File: config.mk
export PLATFORM = sky130hd
export DESIGN_NAME = vend_core
export DESIGN_NICKNAME = d
export VERILOG_FILES = /design/src/rtl/vend_pkg.sv /design/src/rtl/vend_edge_det.sv /design/src/rtl/vend_core.sv
export SDC_FILE = /design/constraint.sdc
export NUM_CORES = 1
export LEC_CHECK = 0
export CAP_MARGIN = 25
export CELL_PAD_IN_SITES_DETAIL_PLACEMENT = 2
export CELL_PAD_IN_SITES_GLOBAL_PLACEMENT = 2
export CORE_ASPECT_RATIO = 1.75
export CORE_MARGIN = 2
export CORE_UTILIZATION = 40
export CTS_CLUSTER_SIZE = 30
export DETAILED_ROUTE_END_ITERATION = 7
export DONT_BUFFER_PORTS = 1
export PLACE_DENSITY_LB_ADDON = 0.2
export REMOVE_ABC_BUFFERS = 1
export SETUP_SLACK_MARGIN = 0.2
export SLEW_MARGIN = 20
export SYNTH_ARGS = -nofsm -noshare
export SYNTH_HDL_FRONTEND = slang
export SYNTH_SLANG_ARGS = --single-unit
File: constraint.sdc
create_clock -name clk -period 8.3 [get_ports clk]
set_input_delay 1.245 -clock clk [delete_from_list [all_inputs] [get_ports clk]]
set_output_delay 1.245 -clock clk [all_outputs]
set_load 0.005 [all_outputs]
File: src/rtl/vend_pkg.sv
// Shared definitions for the vending core: FSM encoding, coin values and
// the default product price table (all amounts in units of 0.5 yuan).
package vend_pkg;

   typedef enum logic [1:0] {
      ST_IDLE     = 2'd0,
      ST_CREDIT   = 2'd1,
      ST_DISPENSE = 2'd2,
      ST_CHANGE   = 2'd3
   } state_t;

   localparam int unsigned COIN_HALF = 1;
   localparam int unsigned COIN_ONE  = 2;

   localparam int unsigned DEF_N_ITEMS    = 3;
   localparam int unsigned DEF_CREDIT_W   = 8;
   localparam int unsigned DEF_MAX_CREDIT = 40;

   // Slice i is the price of item i: cola 3, tea 4, milk 6.
   localparam logic [23:0] DEF_PRICES = {8'd6, 8'd4, 8'd3};

endpackage

File: src/rtl/vend_edge_det.sv
// Rising-edge detector of parametrised width. The previous-sample register
// always loads the current level, so during reset it captures held inputs
// and those levels never produce an edge afterwards.
module vend_edge_det #(
   parameter int W = 1
) (
   input  logic         clk,
   input  logic [W-1:0] level,
   output logic [W-1:0] rise
);

   logic [W-1:0] prev;

   // Track last sampled level (reset and normal operation behave alike)
   always_ff @(posedge clk) begin
      prev <= level;
   end

   assign rise = level & ~prev;

endmodule

File: src/rtl/vend_core.sv
// Vending machine controller: accepts half/one yuan coins, vends the lowest
// selected affordable item, refunds on account, and exposes its FSM state.
// There are no handshakes: every request is a rising edge on a level input
// and every response is a one-cycle registered pulse one clock later.
module vend_core
   import vend_pkg::*;
#(
   parameter int                          N_ITEMS    = DEF_N_ITEMS,
   parameter int                          CREDIT_W   = DEF_CREDIT_W,
   parameter logic [N_ITEMS*CREDIT_W-1:0] PRICES     = DEF_PRICES,
   parameter int                          MAX_CREDIT = DEF_MAX_CREDIT
) (
   input  logic                clk,
   input  logic                rst,
   input  logic                coin_half,
   input  logic                coin_one,
   input  logic [N_ITEMS-1:0]  sel,
   input  logic                account,
   output logic [CREDIT_W-1:0] credit,
   output logic [N_ITEMS-1:0]  dispense,
   output logic                change_valid,
   output logic [CREDIT_W-1:0] change_amt,
   output logic                err_short,
   output logic                coin_reject,
   output logic                busy,
   output state_t              fsm_state
);

   localparam logic [CREDIT_W:0] MAX_SUM = (CREDIT_W+1)'(MAX_CREDIT);

   logic [1:0]          coin_rise;
   logic [N_ITEMS-1:0]  sel_rise;
   logic                acct_rise;

   state_t              state, state_nxt;
   logic [CREDIT_W-1:0] coin_val, base, sum, credit_nxt, price_sel;
   logic [N_ITEMS-1:0]  sel_onehot;
   logic                sel_hit;
   logic                do_change, do_vend, do_short, coin_ok, coin_rej;

   logic [N_ITEMS-1:0]  dispense_nxt;
   logic [CREDIT_W-1:0] change_amt_nxt;
   logic                change_valid_nxt, err_short_nxt, coin_reject_nxt, busy_nxt;

   vend_edge_det #(.W(2)) u_coin_edge (
      .clk   (clk),
      .level ({coin_one, coin_half}),
      .rise  (coin_rise)
   );

   vend_edge_det #(.W(N_ITEMS)) u_sel_edge (
      .clk   (clk),
      .level (sel),
      .rise  (sel_rise)
   );

   vend_edge_det #(.W(1)) u_acct_edge (
      .clk   (clk),
      .level (account),
      .rise  (acct_rise)
   );

   // Value of the coins arriving this cycle (both together add 3)
   always_comb begin
      coin_val = '0;
      if (coin_rise[0]) coin_val = coin_val + CREDIT_W'(COIN_HALF);
      if (coin_rise[1]) coin_val = coin_val + CREDIT_W'(COIN_ONE);
   end

   // Pick the lowest-index selection edge and look up its price
   always_comb begin
      sel_hit    = 1'b0;
      sel_onehot = '0;
      price_sel  = '0;
      for (int i = N_ITEMS - 1; i >= 0; i--) begin
         if (sel_rise[i]) begin
            sel_hit       = 1'b1;
            sel_onehot    = '0;
            sel_onehot[i] = 1'b1;
            price_sel     = PRICES[i*CREDIT_W +: CREDIT_W];
         end
      end
   end

   // Arbitrate account/sel/coins; purchase uses pre-coin credit, coin lands on the remainder
   always_comb begin
      do_change  = (state == ST_CREDIT) && acct_rise;
      do_vend    = (state == ST_CREDIT) && !acct_rise && sel_hit && (credit >= price_sel);
      do_short   = sel_hit && ((state == ST_IDLE) ||
                   ((state == ST_CREDIT) && !acct_rise && (credit < price_sel)));
      base       = do_vend ? (credit - price_sel) : credit;
      coin_ok    = (coin_val != '0) && (({1'b0, base} + {1'b0, coin_val}) <= MAX_SUM);
      coin_rej   = (coin_val != '0) && !coin_ok;
      sum        = coin_ok ? (base + coin_val) : base;
      credit_nxt = do_change ? '0 : sum;
   end

   // Next-state: DISPENSE/CHANGE last one cycle, then CREDIT or IDLE by credit
   always_comb begin
      state_nxt = state;
      case (state)
         ST_IDLE: begin
            if (credit_nxt != '0) state_nxt = ST_CREDIT;
         end
         ST_CREDIT: begin
            if (do_change)    state_nxt = ST_CHANGE;
            else if (do_vend) state_nxt = ST_DISPENSE;
         end
         default: begin
            state_nxt = (credit_nxt != '0) ? ST_CREDIT : ST_IDLE;
         end
      endcase
   end

   // Output decode: values the output registers take on this edge
   always_comb begin
      dispense_nxt     = do_vend ? sel_onehot : '0;
      change_valid_nxt = do_change;
      change_amt_nxt   = do_change ? sum : change_amt;
      err_short_nxt    = do_short;
      coin_reject_nxt  = coin_rej;
      busy_nxt         = (state_nxt == ST_DISPENSE) || (state_nxt == ST_CHANGE);
   end

   // State and credit register; reset drops any credit, even mid-transaction
   always_ff @(posedge clk) begin
      if (rst) begin
         state  <= ST_IDLE;
         credit <= '0;
      end else begin
         state  <= state_nxt;
         credit <= credit_nxt;
      end
   end

   // Registered outputs; change_amt holds its last refund between pulses
   always_ff @(posedge clk) begin
      if (rst) begin
         dispense     <= '0;
         change_valid <= 1'b0;
         change_amt   <= '0;
         err_short    <= 1'b0;
         coin_reject  <= 1'b0;
         busy         <= 1'b0;
      end else begin
         dispense     <= dispense_nxt;
         change_valid <= change_valid_nxt;
         change_amt   <= change_amt_nxt;
         err_short    <= err_short_nxt;
         coin_reject  <= coin_reject_nxt;
         busy         <= busy_nxt;
      end
   end

   assign fsm_state = state;

endmodule

==> results.json <==
{
  "status": "finished clean",
  "cts.root.buffer_cell": "clkbuf_8",
  "io_pins": 33,
  "cp_top_family": "compound AO/OA/AOI/OAI gates",
  "num_vias": 1654,
  "post_cts_buffers": 0,
  "ir_worst_vdd_uv": 124,
  "tightest_slew_ns": 0.715,
  "syn-instance-count": 215,
  "path_class": "primary input to flop",
  "syn_to_final_growth_pct": 6.44,
  "fmax_ghz": 0.152,
  "ys_ff_latch": 30,
  "grt_pass1_wl_mm": 9.41,
  "nFillCells": 504,
  "end_kind": "flop",
  "final.min_clock_period_ns": 6.57,
  "ctsResizeCount": 0,
  "routabilityCongestion": 0.874,
  "critical_path_buf_inv_count": 2,
  "finalCritPeriodShare_pct": 79.2,
  "first_global_vias": 1860,
  "antenna_found_initial": 0,
  "cts_tree": "yes",
  "hpwl_mm": 4.43,
  "relSlewSlack_pct": 52.0,
  "synthArstFlopShare_pct": 0,
  "p_leak_nw": 0.790,
  "coreArea_sq_mm": 0.00444,
  "cpMaxStageDelayCell": "fa_1",
  "viasPerCell": 6.19,
  "htree_num_levels": 2,
  "clk_latency_ns": 0.29,
  "start_util_pct": 42.0,
  "path_max_fanout": 12,
  "clkTransAtPathRegs_ns": 0.07,
  "cp.required_ns": 8.49,
  "clockBufferDepth": 2,
  "drtIter0Drc": 38,
  "setup_tns_ns": 0,
  "drive_gt1_share_pct": 13.9,
  "crit_arrival_ns": 6.76,
  "n_antenna_cell": 0,
  "cts.sinks": 30,
  "final_hold_viol_count": 0,
  "setup_viol": 0,
  "rsz0062_at_grt": "false",
  "clock_skew_ns": 0.0164,
  "fin_ws_ns": 1.73,
  "path_cells": "nand2b_2 > inv_1 > ha_1 > fa_1 > and2b_2 > nand4bb_1 > nand2_1 > o21ai_0 > ha_1 > inv_1 > fa_1 > nor2_1 > o21ai_0 > a32oi_1 > o32ai_1 > xor2_1 > a211o_1 > o41ai_1 > or4b_1 > a211o_1 > mux2i_1 > a311oi_1",
  "slew_violations": 0,
  "wirelength_mm": 5.66,
  "cp-start-kind": "primary input",
  "ctsHoldBuffers": 0,
  "die-area_sq_mm": 0.00525,
  "synth_warnings": 0,
  "fp.dieW_microns": 55.6,
  "rows": 32,
  "grtUsageTotal_pct": 23.3,
  "wl_per_cell_microns": 21.2,
  "maxCapViolCount": 0,
  "synthFlopType": "dfxtp_1",
  "synth-seq-area-share_pct": 32.2,
  "cts_inserted_buffers": 5,
  "first_pass_iters": 4,
  "powerDensity_mw_per_mm2": 293,
  "drtAntennaViolNets": 0,
  "final_nets": 230,
  "multi_input_comb_area_sq_mm": 0.00118,
  "gr-total-overflow": 0,
  "drc": 0,
  "min_path_type": "flop to flop",
  "die_h_microns": 94.3,
  "synth_area_sq_mm": 0.00187,
  "seq_area_sq_um": 601,
  "fin_hold_ws_ns": 0.478,
  "pre_cts_slack_ns": 1.54,
  "grt_max_degree": 13,
  "port_buffers": 0,
  "synth.distinct_cells": 63,
  "syn_area_per_cell_sq_um": 8.68,
  "synth_edf_count": 0,
  "cp_slowest_stage_delay_ns": 0.57
}
## cells in the final DEF (no fill, tap or decap), drive strengths merged, types with 4 or more instances in the layout
cell	instances
nor3	4
nand2	23
a21oi	11
nor2b	4
o21ai	10
clkbuf	6
or3	4
xnor2	5
or2	5
nand2b	9
nor4	4
ha	5
inv	11
dfxtp	30
nor2	22
nand3	5
a211oi	4
## path summary, 6_finish.rpt
check | from | end | slack, ns | cells past startpoint
hold / removal | change_amt[2]$_SDFFE_PP0P_ | change_amt[2]$_SDFFE_PP0P_ | 0.48 | 2
setup reg to reg | u_sel_edge.prev[0]$_DFF_P_ | fsm_state[0]$_SDFF_PP0_ | 2.32 | 22
hold reg to reg | change_amt[2]$_SDFFE_PP0P_ | change_amt[2]$_SDFFE_PP0P_ | 0.48 | 2
setup / recovery | sel[0] | fsm_state[0]$_SDFF_PP0_ | 1.73 | 22
## layout make-up
cell class / instances / share of cell area (%)
multi-input cells: 167 / 59.7
clock buffers: 6 / 4.16
clock inverters: 2 / 0.630
well taps: 51 / 3.21
flip-flops and latches: 30 / 30.2
inverters: 11 / 2.08
## Yosys cell counts, types with 4 or more instances
library cell,n,area [sq um]
or2_2,4,25.0
buf_2,4,20.0
nand3_1,5,25.0
nand2b_1,5,31.3
or3_1,4,25.0
dfxtp_1,30,601
nor2_1,22,82.6
o21ai_0,8,40.0
inv_1,11,41.3
xnor2_1,5,43.8
a21oi_1,10,50.1
nand2_1,23,86.3
nor3_1,4,20.0
a211oi_1,4,30.0
nor2b_1,4,25.0
ha_1,5,62.6
## through the flow
stage                     power (mW)  utilization [%]  area, sq um  cells
after CTS                      0.587             44.7         1990    267
final                          0.583             44.7         1990    267
after global placement         0.443             42.5         1890    259
after global routing           0.623             44.7         1990    267
after detailed placement       0.453             42.5         1890    259
after floorplan                0.381                -         1830    208
## worst register-to-register path, stage by stage, from the launching register on
cell and delay [ns]:
dfxtp_1 0.31, nand2b_2 0.18, inv_1 0.11, ha_1 0.23, fa_1 0.44, and2b_2 0.29
nand4bb_1 0.26, nand2_1 0.21, o21ai_0 0.42, ha_1 0.25, inv_1 0.08, fa_1 0.57
nor2_1 0.18, o21ai_0 0.10, a32oi_1 0.16, o32ai_1 0.12, xor2_1 0.20, a211o_1 0.31
o41ai_1 0.11, or4b_1 0.56, a211o_1 0.34, mux2i_1 0.15, a311oi_1 0.32
## where the power goes
part / internal, mW / leakage, nW / switching (mW) / total [mW]
logic: 0.0957 / 0.497 / 0.174 / 0.270
clock network: 0.0666 / 0.0472 / 0.0619 / 0.129
registers: 0.161 / 0.245 / 0.0230 / 0.184
## kinds of logic (layout without fill, tap and decap cells)
logic type / after synthesis / count (layout) / synth area share (%)
adder cells (fa/ha/maj): 7 / 7 / 5.50
flip-flops: 30 / 30 / 32.2
XOR/XNOR: 7 / 7 / 3.29
AND/OR/NAND/NOR: 98 / 98 / 31.5
AO/OA/AOI/OAI: 51 / 51 / 20.4
multiplexers: 4 / 4 / 2.88
buffers and inverters: 18 / 19 / 4.29
## flip-flops by register name, summed over array words and instances, names as in the netlist
name              count
change_amt            8
fsm_state             1
u_acct_edge.prev      1
u_sel_edge.prev       3
u_coin_edge.prev      2
dispense              3
busy                  1
credit                8
err_short             1
coin_reject           1
change_valid          1
## routing by layer
metal / share of wire (%) / wire (microns) / global-route usage (%)
met1: 37 / 2070 / 23.5
met5: 0 / 0 / 0
met3: 3.4 / 192 / 3.56
met4: 3.8 / 218 / 11.2
met2: 56 / 3180 / 45.5
Note: power is estimated with default switching activity, not from simulation.
